File: config.mk
export PLATFORM = sky130hd
export DESIGN_NAME = alu_cmd_driver
export DESIGN_NICKNAME = d
export VERILOG_FILES = /design/src/rtl/alu_pkg.sv /design/src/rtl/alu_cmd_fifo.sv /design/src/rtl/alu_cmd_driver.sv
export SDC_FILE = /design/constraint.sdc
export NUM_CORES = 1
export LEC_CHECK = 0
export BUFFER_PORTS_ARGS = -buffer_cell sky130_fd_sc_hd__buf_2
export CAP_MARGIN = 30
export CORE_MARGIN = 3
export CORE_UTILIZATION = 25
export DETAILED_ROUTE_END_ITERATION = 10
export GPL_TIMING_DRIVEN = 1
export MAX_ROUTING_LAYER = met4
export SLEW_MARGIN = 20
export SYNTH_ARGS = -nofsm -noshare
export SYNTH_HDL_FRONTEND = slang
export SYNTH_SLANG_ARGS = --single-unit
File: constraint.sdc
create_clock -name clk -period 3.7 [get_ports clk]
set_input_delay 0.555 -clock clk [delete_from_list [all_inputs] [get_ports clk]]
set_output_delay 0.555 -clock clk [all_outputs]
set_load 0.02 [all_outputs]
File: src/rtl/alu_pkg.sv
// Shared types for the ALU command driver: opcodes, command payload and driver FSM states.
package alu_pkg;

  localparam int unsigned SEL_W  = 4;
  localparam int unsigned OPND_W = 8;
  localparam int unsigned RES_W  = 16;

  typedef enum logic [SEL_W-1:0] {
    OP_ADD  = 4'h0,
    OP_SUB  = 4'h1,
    OP_MUL  = 4'h2,
    OP_DIV  = 4'h3,
    OP_SHL  = 4'h4,
    OP_SHR  = 4'h5,
    OP_ROL  = 4'h6,
    OP_ROR  = 4'h7,
    OP_AND  = 4'h8,
    OP_OR   = 4'h9,
    OP_XOR  = 4'hA,
    OP_NOR  = 4'hB,
    OP_NAND = 4'hC,
    OP_XNOR = 4'hD,
    OP_GT   = 4'hE,
    OP_EQ   = 4'hF
  } alu_op_e;

  typedef struct packed {
    logic [SEL_W-1:0]  sel;
    logic [OPND_W-1:0] a;
    logic [OPND_W-1:0] b;
  } alu_cmd_t;

  typedef enum logic [1:0] {
    IDLE = 2'd0,
    WAIT = 2'd1,
    RESP = 2'd2
  } drv_state_e;

endpackage

File: src/rtl/alu_cmd_fifo.sv
// Synchronous command FIFO; head is visible combinationally, a push is poppable the next cycle.
module alu_cmd_fifo
  import alu_pkg::*;
#(
  parameter int unsigned FIFO_DEPTH = 4
) (
  input  logic     clk,
  input  logic     rst,
  input  logic     push,
  input  alu_cmd_t din,
  input  logic     pop,
  output alu_cmd_t head_c,
  output logic     full_c,
  output logic     empty_c
);

  localparam int unsigned AW = $clog2(FIFO_DEPTH);
  localparam int unsigned CW = AW + 1;

  alu_cmd_t        mem [FIFO_DEPTH];
  logic [AW-1:0]   wr_ptr;
  logic [AW-1:0]   rd_ptr;
  logic [CW-1:0]   count;
  logic            push_ok;
  logic            pop_ok;

  assign full_c  = (count == CW'(FIFO_DEPTH));
  assign empty_c = (count == '0);
  assign push_ok = push && !full_c;
  assign pop_ok  = pop && !empty_c;
  assign head_c  = mem[rd_ptr];

  // Pointers wrap naturally because the depth is a power of two.
  always_ff @(posedge clk or posedge rst) begin
    if (rst) begin
      wr_ptr <= '0;
      rd_ptr <= '0;
      count  <= '0;
    end else begin
      if (push_ok) wr_ptr <= wr_ptr + AW'(1);
      if (pop_ok)  rd_ptr <= rd_ptr + AW'(1);
      case ({push_ok, pop_ok})
        2'b10:   count <= count + CW'(1);
        2'b01:   count <= count - CW'(1);
        default: count <= count;
      endcase
    end
  end

  always_ff @(posedge clk) begin
    if (push_ok) mem[wr_ptr] <= din;
  end

endmodule

File: src/rtl/alu_cmd_driver.sv
// Queues ALU commands, drives the registered ALU, and returns each Z on a valid/ready stream.
// Optional counters enabled by ALU_CMD_DRIVER_STATS_EN.
module alu_cmd_driver
  import alu_pkg::*;
#(
  parameter int unsigned FIFO_DEPTH = 4,
  parameter int unsigned ALU_LAT    = 1
) (
  input  logic              clk,
  input  logic              rst,
  input  logic              cmd_valid,
  output logic              cmd_ready,
  input  logic [SEL_W-1:0]  cmd_sel,
  input  logic [OPND_W-1:0] cmd_a,
  input  logic [OPND_W-1:0] cmd_b,
  output logic [SEL_W-1:0]  alu_sel,
  output logic [OPND_W-1:0] alu_a,
  output logic [OPND_W-1:0] alu_b,
  input  logic [RES_W-1:0]  alu_z,
  output logic              rsp_valid,
  input  logic              rsp_ready,
  output logic [RES_W-1:0]  rsp_z,
  output logic [SEL_W-1:0]  rsp_sel,
  output logic              busy
`ifdef ALU_CMD_DRIVER_STATS_EN
  ,
  output logic [15:0]       stat_ops,
  output logic [15:0]       stat_stall
`endif
);

  localparam int unsigned CNT_W = $clog2(ALU_LAT + 1);

  drv_state_e        state, state_nxt;
  logic [CNT_W-1:0]  cnt, cnt_nxt;
  alu_cmd_t          alu_q, alu_nxt;
  logic              rsp_valid_nxt;
  logic [RES_W-1:0]  rsp_z_nxt;
  logic [SEL_W-1:0]  rsp_sel_nxt;
  logic              pop_c;
  alu_cmd_t          head_c;
  logic              fifo_full_c;
  logic              fifo_empty_c;
  alu_cmd_t          cmd_in;

  assign cmd_in    = '{sel: cmd_sel, a: cmd_a, b: cmd_b};
  assign cmd_ready = !fifo_full_c;
  assign busy      = (state != IDLE) || !fifo_empty_c;
  assign alu_sel   = alu_q.sel;
  assign alu_a     = alu_q.a;
  assign alu_b     = alu_q.b;

  alu_cmd_fifo #(
    .FIFO_DEPTH(FIFO_DEPTH)
  ) u_fifo (
    .clk    (clk),
    .rst    (rst),
    .push   (cmd_valid),
    .din    (cmd_in),
    .pop    (pop_c),
    .head_c (head_c),
    .full_c (fifo_full_c),
    .empty_c(fifo_empty_c)
  );

  always_ff @(posedge clk or posedge rst) begin
    if (rst) begin
      state     <= IDLE;
      cnt       <= '0;
      alu_q     <= '0;
      rsp_valid <= 1'b0;
      rsp_z     <= '0;
      rsp_sel   <= '0;
    end else begin
      state     <= state_nxt;
      cnt       <= cnt_nxt;
      alu_q     <= alu_nxt;
      rsp_valid <= rsp_valid_nxt;
      rsp_z     <= rsp_z_nxt;
      rsp_sel   <= rsp_sel_nxt;
    end
  end

  // Next-state: issue from FIFO, count out ALU latency, hold response until accepted.
  always_comb begin
    state_nxt     = state;
    cnt_nxt       = cnt;
    alu_nxt       = alu_q;
    rsp_valid_nxt = rsp_valid;
    rsp_z_nxt     = rsp_z;
    rsp_sel_nxt   = rsp_sel;
    pop_c         = 1'b0;
    unique case (state)
      IDLE: begin
        if (!fifo_empty_c) begin
          pop_c     = 1'b1;
          alu_nxt   = head_c;
          cnt_nxt   = CNT_W'(ALU_LAT);
          state_nxt = WAIT;
        end
      end
      WAIT: begin
        if (cnt != '0) begin
          cnt_nxt = cnt - CNT_W'(1);
        end else begin
          rsp_z_nxt     = alu_z;
          rsp_sel_nxt   = alu_q.sel;
          rsp_valid_nxt = 1'b1;
          state_nxt     = RESP;
        end
      end
      RESP: begin
        if (rsp_ready) begin
          rsp_valid_nxt = 1'b0;
          if (!fifo_empty_c) begin
            pop_c     = 1'b1;
            alu_nxt   = head_c;
            cnt_nxt   = CNT_W'(ALU_LAT);
            state_nxt = WAIT;
          end else begin
            state_nxt = IDLE;
          end
        end
      end
      default: state_nxt = IDLE;
    endcase
  end

`ifdef ALU_CMD_DRIVER_STATS_EN
  // Saturating handshake and stall counters.
  always_ff @(posedge clk or posedge rst) begin
    if (rst) begin
      stat_ops   <= '0;
      stat_stall <= '0;
    end else begin
      if (rsp_valid && rsp_ready && (stat_ops != 16'hFFFF))
        stat_ops <= stat_ops + 16'd1;
      if ((state == RESP) && !rsp_ready && (stat_stall != 16'hFFFF))
        stat_stall <= stat_stall + 16'd1;
    end
  end
`endif

endmodule
# ---- After elaboration in Yosys (flattened, before gate mapping)
# Memory sizes are Yosys's and may differ from the RTL's.
# Index checks and enable logic that the tools add are counted.
dict set report word_totals {
  regBits 51
  ramBits 80
  in_bits 40
  output_inout_bits 43
  wordCells 64
  memories 1
}
# memory depth word_bits rd rd_ports_with_merged_regs write_ports line_no
set mem_list {}
lappend mem_list {u_fifo.mem 4 20 1 0 1 alu_cmd_fifo.sv:20} ;# alu_cmd_t mem [FIFO_DEPTH];
dict set report op_classes {
  add_sub_neg 5
  eq_ne 8
  muxes 21
  bitwise_logic 1
  reduce_logical 17
}
# operator count
set op_table {}
lappend op_table {{20-bit 2-to-1 mux} 2}
lappend op_table {{20-bit case mux with 2 select lines} 1}
lappend op_table {{1-bit 2-to-1 mux} 10}
lappend op_table {{2-bit nonzero test} 4}
lappend op_table {{2-bit 2-to-1 mux} 3}
lappend op_table {{2-bit != test (second input constant)} 3}
lappend op_table {{2-bit case mux with 3 select lines} 1}
lappend op_table {{3-bit case mux with 2 select lines} 1}
lappend op_table {{2-bit AND reduction} 3}
lappend op_table {{3-bit AND reduction} 2}
lappend op_table {{2-bit by 1-bit adder with 2-bit output (second input constant)} 2}
lappend op_table {{2-bit by 1-bit == test with 1-bit output (second input constant)} 2}
lappend op_table {{2-bit == test (second input constant)} 2}
lappend op_table {{1-bit case mux with 2 select lines} 2}
lappend op_table {{3-bit by 1-bit adder with 3-bit output (second input constant)} 1}
lappend op_table {{3-bit == test (second input constant)} 1}
lappend op_table {{3-bit logical NOT} 1}
lappend op_table {{1-bit case mux with 3 select lines} 1}
lappend op_table {{3-bit nonzero test} 1}
lappend op_table {{3-bit by 1-bit subtractor with 3-bit output (second input constant)} 1}
lappend op_table {{1-bit logical AND} 2}
lappend op_table {{1-bit logical NOT} 2}
lappend op_table {{2-bit logical NOT} 1}
lappend op_table {{1-bit logical OR} 1}
lappend op_table {{2 further kinds} 2}

# ---- Logic depth before layout (Yosys ltp)
dict set report depth {
  ltp_word 7
  ltp_mapped 9
  mapped_depth_nobuf 8
}

# ---- Modules after synthesis
# Synthesis repeated with hierarchy kept, for this count alone.
dict set report hier_totals {
  hier_cells 252
  area_unflattened_um2 5109.9
}
# mod instances cells_per_inst area_each_um2 seq_area_each_um2
set by_module_without_submodules {}
lappend by_module_without_submodules {alu_cmd_fifo 1 142 3335.7 2577.5}
lappend by_module_without_submodules {alu_cmd_driver 1 110 1774.2 1101.1}

# ---- Worst setup path after synthesis
# No wires, ideal clock.
dict set report synth_timing {
  path_type {input to register}
  startpoint {in rsp_ready}
  endpoint {reg u_fifo.count[2]}
  setup_time_ns 0.079
  arrival_ns 2.028
  required_ns 3.621
  path_slack_ns 1.593
  cell_stages 9
  n_path_buf 1
  path_cell_list {nor2b_1 > nor3_4 > buf_6 > ha_1 > inv_1 > fa_1 > xor2_1 > nor2_1 > xor2_1}
}
dict set report synth_via {
  elab_chain_cells 5
  word_cells_on_any_way 7
  cone_classes {eq/ne: 2; mux: 3; reduce/logical: 2}
}
# item line_no
set synth_rtl {}
lappend synth_rtl {{from (decl)} alu_cmd_driver.sv:21} ;# input logic rsp_ready,
lappend synth_rtl {{1-bit 2-to-1 mux *} alu_cmd_driver.sv:113} ;# if (rsp_ready) begin
lappend synth_rtl {{1-bit case mux with 2 select lines *} alu_cmd_driver.sv:93} ;# unique case (state)
lappend synth_rtl {{1-bit logical AND *} alu_cmd_fifo.sv:30} ;# assign pop_ok = pop && !empty_c;
lappend synth_rtl {{net u_fifo.pop_ok} alu_cmd_fifo.sv:25} ;# logic pop_ok;
lappend synth_rtl {{2-bit by 1-bit == test with 1-bit output / 2-bit == test (equally long branches)} alu_cmd_fifo.sv:42} ;# case ({push_ok, pop_ok})
lappend synth_rtl {{3-bit case mux with 2 select lines / 2-bit nonzero test (equally long branches)} n/a}
lappend synth_rtl {{to (signal assigned)} alu_cmd_fifo.sv:43} ;# 2'b10: count <= count + CW'(1);
lappend synth_rtl {{to (signal assigned)} alu_cmd_fifo.sv:44} ;# 2'b01: count <= count - CW'(1);
lappend synth_rtl {{to (signal assigned)} alu_cmd_fifo.sv:45} ;# default: count <= count;
lappend synth_rtl {{to (decl)} alu_cmd_fifo.sv:23} ;# logic [CW-1:0] count;
# Mark *: on every way through the listed nets, which the timed path passes. The rest lies on a longest branch.
# A chain may end at the register's enable or synchronous reset.

# ---- Final worst setup path
dict set report layout_timing {
  startpoint {reg u_fifo.count[0]}
  endpoint {reg u_fifo.count[2]}
}
dict set report layout_via {
  elab_chain_cells 7
  word_cells_on_any_way 15
  cone_classes {add/sub: 2; eq/ne: 3; mux: 4; reduce/logical: 6}
}
# item line_no
set layout_rtl {}
lappend layout_rtl {{3-bit logical NOT} alu_cmd_fifo.sv:28} ;# assign empty_c = (count == '0);
lappend layout_rtl {{1-bit 2-to-1 mux} {alu_cmd_driver.sv:95, alu_cmd_driver.sv:115}}
lappend layout_rtl {{1-bit 2-to-1 mux} alu_cmd_driver.sv:113}
lappend layout_rtl {{1-bit case mux with 2 select lines} alu_cmd_driver.sv:93}
lappend layout_rtl {{1-bit logical AND} alu_cmd_fifo.sv:30}
lappend layout_rtl {{2-bit by 1-bit == test with 1-bit output / 2-bit == test (equally long branches)} alu_cmd_fifo.sv:42}
lappend layout_rtl {{3-bit case mux with 2 select lines / 2-bit nonzero test (equally long branches)} n/a}
# Parallel ways exist; a longest one is shown, timed or not.

==> flow_results.org <==
** Detailed routing
- Routed length per placed instance :: 15.8 um
- Total vias in the final route :: 2,518
- Via density per instance :: 4.04
- ANT nets after route :: 0
- After the first detailed-routing iteration, the DRC count stood at 155.
- In the routed design, unresolved DRC markers number 0.
- For this block, the routed nets add up to around 10 mm of wire.
- Before antenna repair, the detailed router went through 4 iterations.

** Floorplan
- Initial core utilization :: 25.8%
- The total area inside the core boundary comes to 19,700 um^2.
- From left edge to right edge, the die measures approximately 150 um.
- For this design the top-level I/O count stands at 83.
- The die covers 22,100 um^2.
- After floorplanning, the core was divided into between 50 and 60 placement rows.
- Die Span Y :: 149 um

** Critical path
- Highest net fanout along the worst path :: 6
- STA puts the critical path data required time at 4.03 ns.
- At the worst endpoint, the arrival time is 2.53 ns.
- Start-to-end type of the worst setup path :: flop to flop
- Critical Path Most Common Cell :: xor2_1
- Chain of cells forming the critical path :: or3b_1 > nand2_4 > ha_1 > inv_1 > fa_1 > xor2_1 > nor2_1 > xor2_1
- On the worst path, the slowest cell contributes a delay of 0.52 ns.
- The slowest stage of the critical path is the or3b_1 cell.
- Kind of launch point of the worst setup path :: flop
- Worst setup EP type :: flop

** Timing
- After layout, the worst path uses roughly three fifths of the clock period.
- Across all hold checks on the routed design, the worst slack comes to 0.302 ns.
- Final clock skew :: 0.00861 ns
- Setup violations remaining at the end of the flow were counted as 0.
- Derived from the worst setup path, the maximum achievable clock frequency is 454 MHz.
- RSZ-0062 raised after global routing :: false
- Measured against its own limit, the worst slew margin works out to 46.8%.
- Summed negative setup slack over all endpoints :: 0 ns
- Post-layout minimum cycle time :: between 2 and 2.5 ns
- The final-report hold violation count was 0.
- Transition time of the tightest slew-check pin :: 0.796 ns
- The final number of max-transition violations was 0.

** Synthesis
- Synthesized cell area :: 5080 um^2
- The synthesized design spends more area on one cell type than any other, namely edfxtp_1.
- The top cell type by area accounts for 47.3% of the synthesized area.
- Number of distinct library cells after synthesis :: 29
- Sequential elements use approximately 72% of the synthesized area.
- After technology mapping, the gate count stands at approximately 250.
- For this run, the number of Yosys warnings is 0.
- Cells taking the most area after synthesis :: edfxtp_1 47%, dfrtp_1 25%, mux4_2 8.0%
- Mapped Nets :: between 200 and 300
- Async set-or-reset flop fraction in the synthesized netlist :: 38.9%
- Post-synth EDFFs :: 80
- In this run, synthesis produced a sequential element count of 131.
- Mean cell area of the mapped netlist :: 20.7 um^2
- Post-synth top flop :: edfxtp_1

** Clocking
- In this run, post-CTS hold repair placed 0 buffers.
- At the later pin of the worst-skew pair, clock insertion delay measures 0.41 ns.
- After clock tree synthesis, the clock-pin slew on the worst setup and hold paths is 0.06 ns.
- Deepest clock path buffer count :: 2
- # Post-CTS Setup Buffers :: 0
- The H-tree was split into 4 levels.
- In this run, post-CTS repair resized a total of 0 instances.
- Clock sink total :: approximately 130
- The root buffer cell chosen for the clock tree is clkbuf_16.
- Clock tree from TritonCTS :: yes
- CTS buffer count :: 17

** Power
- IR analysis of the VDD net gives a maximum drop of approximately 0.34 mV.
- P_leak :: 2.54 nW
- Total power for the finished layout comes to ~6.0 mW.
- Power spread over the standard cell area amounts to between 900 and 1000 nW/um^2.

** Global route
- Entering global routing, the biggest net connects 34 pins.
- Wire length of the first global-routing pass :: between 15 and 20 mm
- The total overflow left after global routing is 0.
- The initial antenna violation count is 1.
- The number of global-route vias before repair was 2,749.
- GRT Resource Usage Total :: about a tenth

** Cells and area
- The filler cells instantiated in the layout total 1,871.
- Area added between synthesis and finish :: 27.3%
- The net count of the finished layout is 391.
- Final std cell area, no fill :: 6460 um^2
- Fraction of final layout cells with drive strength greater than 1 :: 51.4%

** Placement
- The wire-length estimate of the detail-placed layout is ~6.6 mm.
- At the end of routability-driven placement, the weighted congestion stood at 0.710.
- The placed instances occupy a cell area of 5850 um^2.
- Number of buffers added on ports :: between 80 and 90

** Job
- Number of max-cap violations :: 0

** Worst hold path
- The min-delay analysis places its worst path in the category primary input to asynchronous set/reset pin.

** Outcome
- The run finished with clean final reports.
-- stage by stage --
stage	util [%]	std cells	setup WS, ns
finish	32.8	624	1.50
detailed placement	29.7	590	1.53
global route	32.8	624	1.38
floorplan	-	245	1.59
CTS	32.7	622	1.50
global placement	29.3	586	1.58
-- power breakdown --
part	switching [mW]	leakage [nW]	internal, mW
registers	0.277	1.33	2.05
clock network	0.606	0.288	1.08
logic	1.01	0.926	1.02
-- cell usage in the layout, fill, tap and decap left out, drive strengths merged --
cell type / netlist / layout
mux2i: 1 / 1
a21o: 2 / 2
xnor2: 2 / 2
clkinvlp: 0 / 2
nor3: 2 / 2
mux4: 20 / 20
nand2b: 2 / 2
edfxtp: 80 / 80
xor2: 4 / 4
nor2: 4 / 4
clkbuf: 2 / 21
bufinv: 0 / 3
nor2b: 2 / 2
fa: 1 / 1
nand2: 3 / 3
o32ai: 1 / 1
nor4b: 1 / 1
diode: 0 / 1
or3b: 1 / 1
dfrtp: 51 / 51
inv: 7 / 8
mux2: 41 / 41
clkinv: 0 / 5
o21ai: 1 / 1
buf: 7 / 90
nor4: 1 / 1
and3: 4 / 4
ha: 5 / 5
-- flip-flops by register name (all words and copies together), names as in the netlist --
signal	cells
cnt	1
u_fifo.mem	80
alu_b	8
alu_a	8
rsp_z	16
alu_sel	4
u_fifo.wr_ptr	2
rsp_valid	1
state	2
u_fifo.rd_ptr	2
rsp_sel	4
u_fifo.count	3
-- logic make-up after synthesis --
group	synth area share (%)
DFF	72.4
buffers and inverters	1.95
adders and majority gates	1.63
xor gates and xnor gates	1.03
AOI/OAI and AO/OA	0.566
and+or+nand+nor	2.76
muxes	19.6
-- critical path: cells and delay by family (launching register included) --
family        cells  cell delay (ns)
buf+inv           1             0.06
fa+ha+maj         2             0.55
xor+xnor          2             0.30
simple gates      3             0.76
flops             1             0.46
-- area by class of cell --
class / count / area [um^2] / area share [%]
Multi-Input combinational cell: 98 / 1310 / 20.2
Sequential cell: 131 / 3680 / 56.9
Inverter: 7 / 26.3 / 0.406
Clock buffer: 21 / 450 / 6.97
Tap cell: 265 / 332 / 5.13
Clock inverter: 11 / 154 / 2.38
Timing Repair Buffer: 90 / 517 / 7.99
Antenna cell: 1 / 2.50 / 0.0387
-- cell usage after synthesis, types with 2 or more instances --
cell,number
a21o_1,2
and3_1,4
buf_4,2
buf_6,4
clkbuf_1,2
dfrtp_1,51
edfxtp_1,80
ha_1,5
inv_1,7
mux2_2,23
mux2_4,18
mux4_1,2
mux4_2,18
nand2_1,2
nand2b_1,2
nor2_1,4
nor2b_1,2
nor3_4,2
xnor2_1,2
xor2_1,4
-- path summary, 6_finish.rpt --
path / from / to / slack, ns / cells after the start
max reg2reg: u_fifo.count[0] / u_fifo.count[2] / 1.50 / 8
min reg2reg: rsp_z[4] / rsp_z[4] / 0.50 / 1
max in group asynchronous: rst / rsp_z[13] / 2.66 / 3
min in group clk: cmd_a[3] / u_fifo.mem[3][11] / 0.36 / 1
max: u_fifo.count[0] / u_fifo.count[2] / 1.50 / 8
min: rst / alu_b[1] / 0.30 / 2
-- routing by layer --
| layer | wire [um] | track usage (%) | vias to the layer above |
|---|---|---|---|
| li1 | - | - | 1151 |
| met1 | 4340 | 11.4 | 1280 |
| met2 | 4910 | 15.5 | 75 |
| met3 | 479 | 2.86 | 12 |
| met4 | 129 | 3.60 | 0 |
| met5 | 0 | - | - |
(Power assumes the default switching activity.)
